## config.mk

```make
export PLATFORM = sky130hd
export DESIGN_NAME = inst_fetch_axi
export DESIGN_NICKNAME = d
export VERILOG_FILES = /design/src/rtl/inst_fetch_axi.sv
export SDC_FILE = /design/constraint.sdc
export NUM_CORES = 1
export LEC_CHECK = 0
export BUFFER_PORTS_ARGS = -buffer_cell sky130_fd_sc_hd__buf_2
export CORE_ASPECT_RATIO = 0.7
export CORE_UTILIZATION = 30
export DETAILED_ROUTE_END_ITERATION = 6
export PLACE_DENSITY_LB_ADDON = 0.08
export RECOVER_POWER = 25
export SKIP_LAST_GASP = 1
export SYNTH_ARGS = -nofsm -noshare
export SYNTH_HDL_FRONTEND = slang
export SYNTH_SLANG_ARGS = --single-unit
```

## constraint.sdc

```tcl
create_clock -name clk -period 2.26 [get_ports clk]
set_clock_uncertainty 0.1 [all_clocks]
set_input_delay 0.113 -clock clk [delete_from_list [all_inputs] [get_ports clk]]
set_output_delay 0.113 -clock clk [all_outputs]
set_load 0.02 [all_outputs]
```

## src/rtl/inst_fetch_axi.sv

```systemverilog
// ---------------------------------------------------------------------------
// inst_fetch_axi
// Instruction-fetch responder between the PC register and the instruction-side
// AXI4-Lite read master port. Each fetch request from the PC becomes exactly
// one AR/R transaction. The fetched word is presented to IF/ID. A stall is
// requested while a fetch is outstanding. Flushes are absorbed without ever
// withdrawing a started AXI handshake.
//
// Ports
//   clk, rst            core clock, synchronous active-high reset
//   pc_i, ce_i          fetch address / fetch enable from the PC
//   stall_i             IF/ID has not yet consumed the delivered instruction
//   flush               discard in-flight or delivered instruction
//   inst_o              fetched instruction, 0 (NOP) whenever not valid
//   stallreq_o          combinational stall request to the pipeline control
//   bus_err_o           one-cycle pulse on RRESP error or misaligned PC
//   m_ar*, m_r*         AXI4-Lite read address / read data channels
// ---------------------------------------------------------------------------
module inst_fetch_axi #(
    parameter int ADDR_W = 32,
    parameter int DATA_W = 32
) (
    input  logic              clk,
    input  logic              rst,
    input  logic [ADDR_W-1:0] pc_i,
    input  logic              ce_i,
    input  logic              stall_i,
    input  logic              flush,
    output logic [DATA_W-1:0] inst_o,
    output logic              stallreq_o,
    output logic              bus_err_o,
    output logic [ADDR_W-1:0] m_araddr,
    output logic [2:0]        m_arprot,
    output logic              m_arvalid,
    input  logic              m_arready,
    input  logic [DATA_W-1:0] m_rdata,
    input  logic [1:0]        m_rresp,
    input  logic              m_rvalid,
    output logic              m_rready
);

    typedef enum logic [1:0] {
        S_IDLE = 2'd0,
        S_ADDR = 2'd1,
        S_DATA = 2'd2,
        S_DONE = 2'd3
    } state_t;

    state_t              r_state;
    state_t              w_state_nxt;
    logic                r_flushed;
    logic [DATA_W-1:0]   r_inst;
    logic                r_bus_err;
    logic [ADDR_W-1:0]   r_araddr;
    logic                r_arvalid;
    logic                r_rready;
    logic                w_aligned;
    logic                w_ar_hs;
    logic                w_r_hs;
    logic                w_drop;

    assign w_aligned = (pc_i[1:0] == 2'b00);
    assign w_ar_hs   = r_arvalid & m_arready;
    assign w_r_hs    = r_rready & m_rvalid;
    // Data is dead if it was flushed earlier or a flush arrives with it.
    assign w_drop    = r_flushed | flush;

    assign inst_o    = r_inst;
    assign bus_err_o = r_bus_err;
    assign m_araddr  = r_araddr;
    assign m_arvalid = r_arvalid;
    assign m_rready  = r_rready;
    assign m_arprot  = 3'b100;

    // State register.
    always_ff @(posedge clk) begin
        if (rst) begin
            r_state <= S_IDLE;
        end else begin
            r_state <= w_state_nxt;
        end
    end

    // Next-state logic.
    always_comb begin
        w_state_nxt = r_state;
        case (r_state)
            S_IDLE: begin
                if (ce_i && !flush) begin
                    w_state_nxt = w_aligned ? S_ADDR : S_DONE;
                end else begin
                    w_state_nxt = S_IDLE;
                end
            end
            S_ADDR: begin
                if (w_ar_hs) begin
                    w_state_nxt = S_DATA;
                end else begin
                    w_state_nxt = S_ADDR;
                end
            end
            S_DATA: begin
                if (w_r_hs) begin
                    w_state_nxt = w_drop ? S_IDLE : S_DONE;
                end else begin
                    w_state_nxt = S_DATA;
                end
            end
            S_DONE: begin
                if (flush || !stall_i) begin
                    w_state_nxt = S_IDLE;
                end else begin
                    w_state_nxt = S_DONE;
                end
            end
            default: w_state_nxt = S_IDLE;
        endcase
    end

    // Output comb: stall while a fetch is being started or is outstanding.
    always_comb begin
        stallreq_o = 1'b0;
        if (r_state == S_IDLE) begin
            stallreq_o = ce_i & ~flush;
        end else if ((r_state == S_ADDR) || (r_state == S_DATA)) begin
            stallreq_o = 1'b1;
        end else begin
            stallreq_o = 1'b0;
        end
    end

    // Registered AXI controls, instruction word, error pulse and flush marker.
    always_ff @(posedge clk) begin
        if (rst) begin
            r_arvalid <= 1'b0;
            r_rready  <= 1'b0;
            r_araddr  <= '0;
            r_inst    <= '0;
            r_bus_err <= 1'b0;
            r_flushed <= 1'b0;
        end else begin
            r_bus_err <= 1'b0;
            case (r_state)
                S_IDLE: begin
                    if (flush) begin
                        r_inst <= '0;
                    end else if (ce_i && w_aligned) begin
                        r_araddr  <= pc_i;
                        r_arvalid <= 1'b1;
                    end else if (ce_i) begin
                        // Misaligned PC: report without touching the bus.
                        r_inst    <= '0;
                        r_bus_err <= 1'b1;
                    end
                end
                S_ADDR: begin
                    // ARVALID stays up until accepted even when flushed.
                    if (flush) begin
                        r_flushed <= 1'b1;
                        r_inst    <= '0;
                    end
                    if (w_ar_hs) begin
                        r_arvalid <= 1'b0;
                        r_rready  <= 1'b1;
                    end
                end
                S_DATA: begin
                    if (w_r_hs) begin
                        r_rready  <= 1'b0;
                        r_flushed <= 1'b0;
                        if (w_drop) begin
                            r_inst <= '0;
                        end else if (m_rresp != 2'b00) begin
                            r_inst    <= '0;
                            r_bus_err <= 1'b1;
                        end else begin
                            r_inst <= m_rdata;
                        end
                    end else if (flush) begin
                        r_flushed <= 1'b1;
                        r_inst    <= '0;
                    end
                end
                S_DONE: begin
                    // The word is consumed (or flushed) on leaving DONE.
                    if (flush || !stall_i) begin
                        r_inst <= '0;
                    end
                end
                default: begin
                    r_inst <= '0;
                end
            endcase
        end
    end

endmodule

```

### Word-level counts from Yosys, hierarchy flattened

Cells that the tools add are included.

* bits in registers: 70
* input bits: 73
* output and inout bits: 71
* word-level logic and storage cells: 72

* equality and inequality tests: 10
* muxes and demuxes: 35
* bitwise gates (word level): 5
* reductions and logical operators: 15

Operator list (count)
* $mux W32: 8
* $pmux W32 S4: 1
* $mux W1: 15
* $mux W2: 6
* $reduce_and A3 Y1: 3
* $ne A2 B2 Y1 const B: 4
* $pmux W1 S2: 4
* $pmux W2 S4: 1
* $ne A3 B3 Y1 const B: 2
* $reduce_bool A2 Y1: 3
* $eq A2 B2 Y1 const B: 2
* $logic_not A2 Y1: 2
* $reduce_and A4 Y1: 1
* $and A1 B1 Y1: 3
* $eq A2 B1 Y1 const B: 1
* $logic_and A1 B1 Y1: 2
* $logic_not A1 Y1: 2
* $logic_or A1 B1 Y1: 2
* $ne A2 B1 Y1 const B: 1
* $not A1 Y1: 1
* $or A1 B1 Y1: 1

### Depth between registers and ports, before layout

* depth after elaboration: 5
* depth in mapped cells: 8
* mapped depth without buffers: 6

### Worst setup path after synthesis

OpenSTA, ideal clock, no wires.

* path kind: flip-flop to flip-flop
* from: register r_state[0]
* to: register r_inst[0] (netlist: inst_o[0])
* library setup time: 0.059 ns
* arrival: 1.564 ns
* required time: 2.101 ns
* slack: 0.537 ns
* cell stages (with the launch flop): 9
* path buffers: 2
* period minus slack after synthesis: 1.723 ns
* path through: dfxtp_1 > inv_1 > ha_1 > inv_2 > nor4_1 > and4b_1 > buf_4 > buf_6 > a22o_1

* cells in the longest elaborated chain, start to end: 3
* elaborated cells between the ends (all ways): 9
* classes of those cells: 6 x eq/ne; 1 x mux; 2 x reduce/logical

RTL lines
* from (decl): line 49 `state_t r_state;`
* from (signal assigned): line 80 `r_state <= w_state_nxt;`
* $eq A2 B2 Y1 / $logic_not A2 Y1 (equally long branches): line 143 `case (r_state)`
* $ne A2 B2 Y1 (no source line) / $ne A3 B3 Y1 (equally long branches)
* $reduce_and A3 Y1 (no source line)
* to (signal assigned): line 177 `r_inst <= m_rdata;`
* to (decl): line 52 `logic [DATA_W-1:0] r_inst;`

Several ways; a longest one is shown, not always the timed one.
A chain may end at the register's enable or synchronous reset.

### Worst setup path after layout

* from: register r_state[0]
* to: register r_inst[26] (netlist: inst_o[26])

The elaborated chain is that of the path after synthesis.

==> impl_metrics.py <==
metrics = {
    "global_routing": {
        "grt_pass1_wl_um": 11100,
        "grt_use_total_pct": 15.9,
        "grt_max_degree": 33,
        "grt_pass1_vias": 2440,
        "overflow": 0,
        "grt_antenna_before_repair": 0,
    },
    "synth": {
        "async_flop_share_pct": 0,
        "synth_top_cell_area_share_pct": 54.8,
        "ys_types": 35,
        "synthTopCellsByArea": "dfxtp_1 (55%), a22o_1 (11%), nand2_1 (9.2%)",
        "synth_top_area_cell": "dfxtp_1",
        "yosysWarnings": 0,
        "synthFlopType": "dfxtp_1",
        "postSynthCellCount": 264,
        "seq_area_frac_synth_pct": 54.8,
        "post-synth-top-count-cell": "dfxtp_1",
        "netlist_area_um2": 2560,
        "synth_top_cells_by_count": "dfxtp_1 (70), nand2_1 (63), a21oi_1 (33), a22o_1 (32), buf_2 (7)",
        "syn_area_per_cell_um2": 9.69,
        "synth_edf_count": 0,
        "ys_ff_latch": 70,
    },
    "sta": {
        "fin_crit_ns": 1.99,
        "fin_crit_sh_pct": 87.8,
        "rsz0062_at_grt": "no",
        "report.final.slew_viol_count": 0,
        "hold_viol": 0,
        "fmax_mhz": 504,
        "setup_viol": 0,
        "final.setup.tns_ns": 0,
    },
    "clock_tree": {
        "cts_buffers": 9,
        "clk_pin_slew_ns": 0.06,
        "clk_latency_ns": 0.32,
        "cts_sinks": 70,
        "cts_setup_buffers": 0,
        "clockBufferDepth": 2,
        "cts_max_level": 3,
        "cts_tree": "built",
        "cts_root_buf": "clkbuf_16",
    },
    "cells_and_area": {
        "antenna_cells": 0,
        "multiInputGateArea_um2": 1000,
        "seq_area_um2": 1400,
        "nets": 539,
        "syn_to_final_growth_pct": 63.3,
        "stdcell_count": 567,
        "drive_gt1_share_pct": 28.5,
        "fillCellCount": 790,
    },
    "worst_setup_path": {
        "cp-endpoint": "inst_o[26]",
        "r2r_slack_ns": 0.27,
        "critical_path_class": "flop to flop",
        "cpLargestDelayFamily": "simple AND/OR/NAND/NOR gates",
        "critPathSlowestCell": "ha_1",
        "r2r-end": "inst_o[26]",
        "critPathCaptureType": "flop",
        "crit_required_ns": 2.43,
        "crit_chain": "inv_1 -> ha_1 -> inv_2 -> nor4_1 -> and4b_1 -> buf_12 -> a22o_1",
        "crit_cells": 7,
        "path_buf_inv": 3,
        "arrival_ns": 2.15,
        "worst_path_largest_cell_delay_ns": 0.39,
        "cp_max_fo": 32,
        "startpoint": "r_state[0]",
        "rr_worst_depth": 7,
        "crit_path_start_kind": "flop",
        "r2r-start": "r_state[0]",
    },
    "die": {
        "ios": 144,
        "num_rows": 27,
        "initial_core_util_pct": 31.7,
        "dieArea_um2": 8910,
        "die_x_um": 112,
        "die_y_um": 79.3,
        "core-area_um2": 8070,
    },
    "placement": {
        "port_buffers": 140,
        "dp.cells": 490,
        "gp_congestion": 0.723,
        "place_hpwl_um": 4550,
    },
    "power_and_ir_drop": {
        "ir_drop_mv": 0.454,
        "totalPowerFinal_uw": 2910,
        "pwr-share-comb_pct": 9.7,
        "p_seq_share_pct": 43.3,
        "swShare_pct": 22.0,
        "p_int_uw": 2270,
        "power_density_nw_per_um2": 697,
        "switching_power_uw": 640,
        "power.leakage_uw": 0.00183,
        "p_clk_share_pct": 47.0,
    },
    "run_status": {
        "status": "finished, final reports clean",
    },
    "drt": {
        "vias_per_cell": 4.53,
        "drt-total-wl_um": 7180,
        "post_drt_wl_per_cell_um": 12.7,
        "postRouteAntennaNets": 0,
        "drt-initial-drc-count": 162,
        "vias": 2567,
        "drc": 0,
        "first_pass_iters": 6,
    },
    "run": {
        "maxCapViolations": 0,
    },
    "min_path": {
        "worstHoldPathType": "input pin to flop",
    },
}
==> how the worst min path moves through the flow <==
stage | from | end | slack (ns) | cells after the start
2_1_floorplan | m_rdata[0] | inst_o[0] | 0.14 | 1
3_3_place_gp | m_rdata[7] | inst_o[7] | 0.22 | 2
3_5_place_dp | m_rdata[7] | inst_o[7] | 0.23 | 2
4_1_cts | ce_i | r_state[0] | 0.02 | 3
5_1_grt | ce_i | r_state[0] | 0.04 | 3
6_report | ce_i | r_state[0] | 0.03 | 3
==> sequential cells by signal (all words and copies together) (netlist names) <==
register   flops
m_rready       1
bus_err_o      1
r_flushed      1
m_arvalid      1
r_state        2
m_araddr      32
inst_o        32
==> timing repair <==
action	in CTS	in global routing
hold buffers	62	0
gates resized for setup	0	0
endpoints found under the hold margin	62	0
==> metrics by stage <==
step	hold WS, ns	worst slack, ns	util [%]	cell area, um2
6_report	0.0314	0.275	51.7	4180
5_1_grt	0.0415	0.115	51.7	4180
4_1_cts	0.0244	0.278	52.3	4220
3_5_place_dp	0.227	0.300	41.0	3310
3_3_place_gp	0.223	0.372	41.0	3310
2_1_floorplan	0.139	0.537	-	2560
==> area by class of cell <==
class                      instances  share of cell area [%]
timing repair buffer             207                    32.1
clock buffer                      10                    5.72
clock inverter                     5                    1.20
tap                              101                    3.02
multi-input combinational        169                    24.0
sequential                        70                    33.5
inverter                           5                   0.449
==> cells in the final DEF (no fill, tap or decap), types with 2 or more instances in the layout <==
cell type and n:
nor2_1 5, clkbuf_16 9, conb_1 3, o21ai_1 2, buf_2 106, buf_4 3, clkbuf_1 34, a21oi_1 33
nand3b_1 2, dlygate4sd3_1 62, inv_1 4, clkinv_2 4, dfxtp_1 70, a31o_2 3, nand2_1 63, buf_12 2
o21ai_0 2, o21bai_1 2, a22o_1 32, nor3b_1 2, ha_1 4
==> per-layer routing <==
metal  share of wire (%)  track usage (%)
met1                  45             18.0
met2                  48             27.8
met3                 5.5             5.04
met4                 1.7             6.80
met5                   0                0
==> kinds of logic after synthesis <==
group | count (synthesis) | synth area share [%]
other | 2 | 0.294
adders and majority gates | 4 | 1.96
and+or+nand+nor | 81 | 14.2
DFF | 70 | 54.8
buffers and inverters | 26 | 6.50
AOI/OAI and AO/OA | 81 | 22.2
==> power groups by stage <==
stage / clock [uW] / sequential (uW) / combinational [uW]
2_1_floorplan: 0 / 1300 / 84.5
3_3_place_gp: 0 / 1290 / 201
3_5_place_dp: 0 / 1290 / 201
4_1_cts: 1410 / 1260 / 284
5_1_grt: 1460 / 1260 / 306
6_report: 1370 / 1260 / 282
==> worst min-delay path, delay by kind of cell <==
kind                   cells  cell delay [ns]
and+or+nand+nor            1             0.10
AOI/OAI and AO/OA          1             0.07
buffers and inverters      1             0.13
Power figures use the tool's default switching activity.
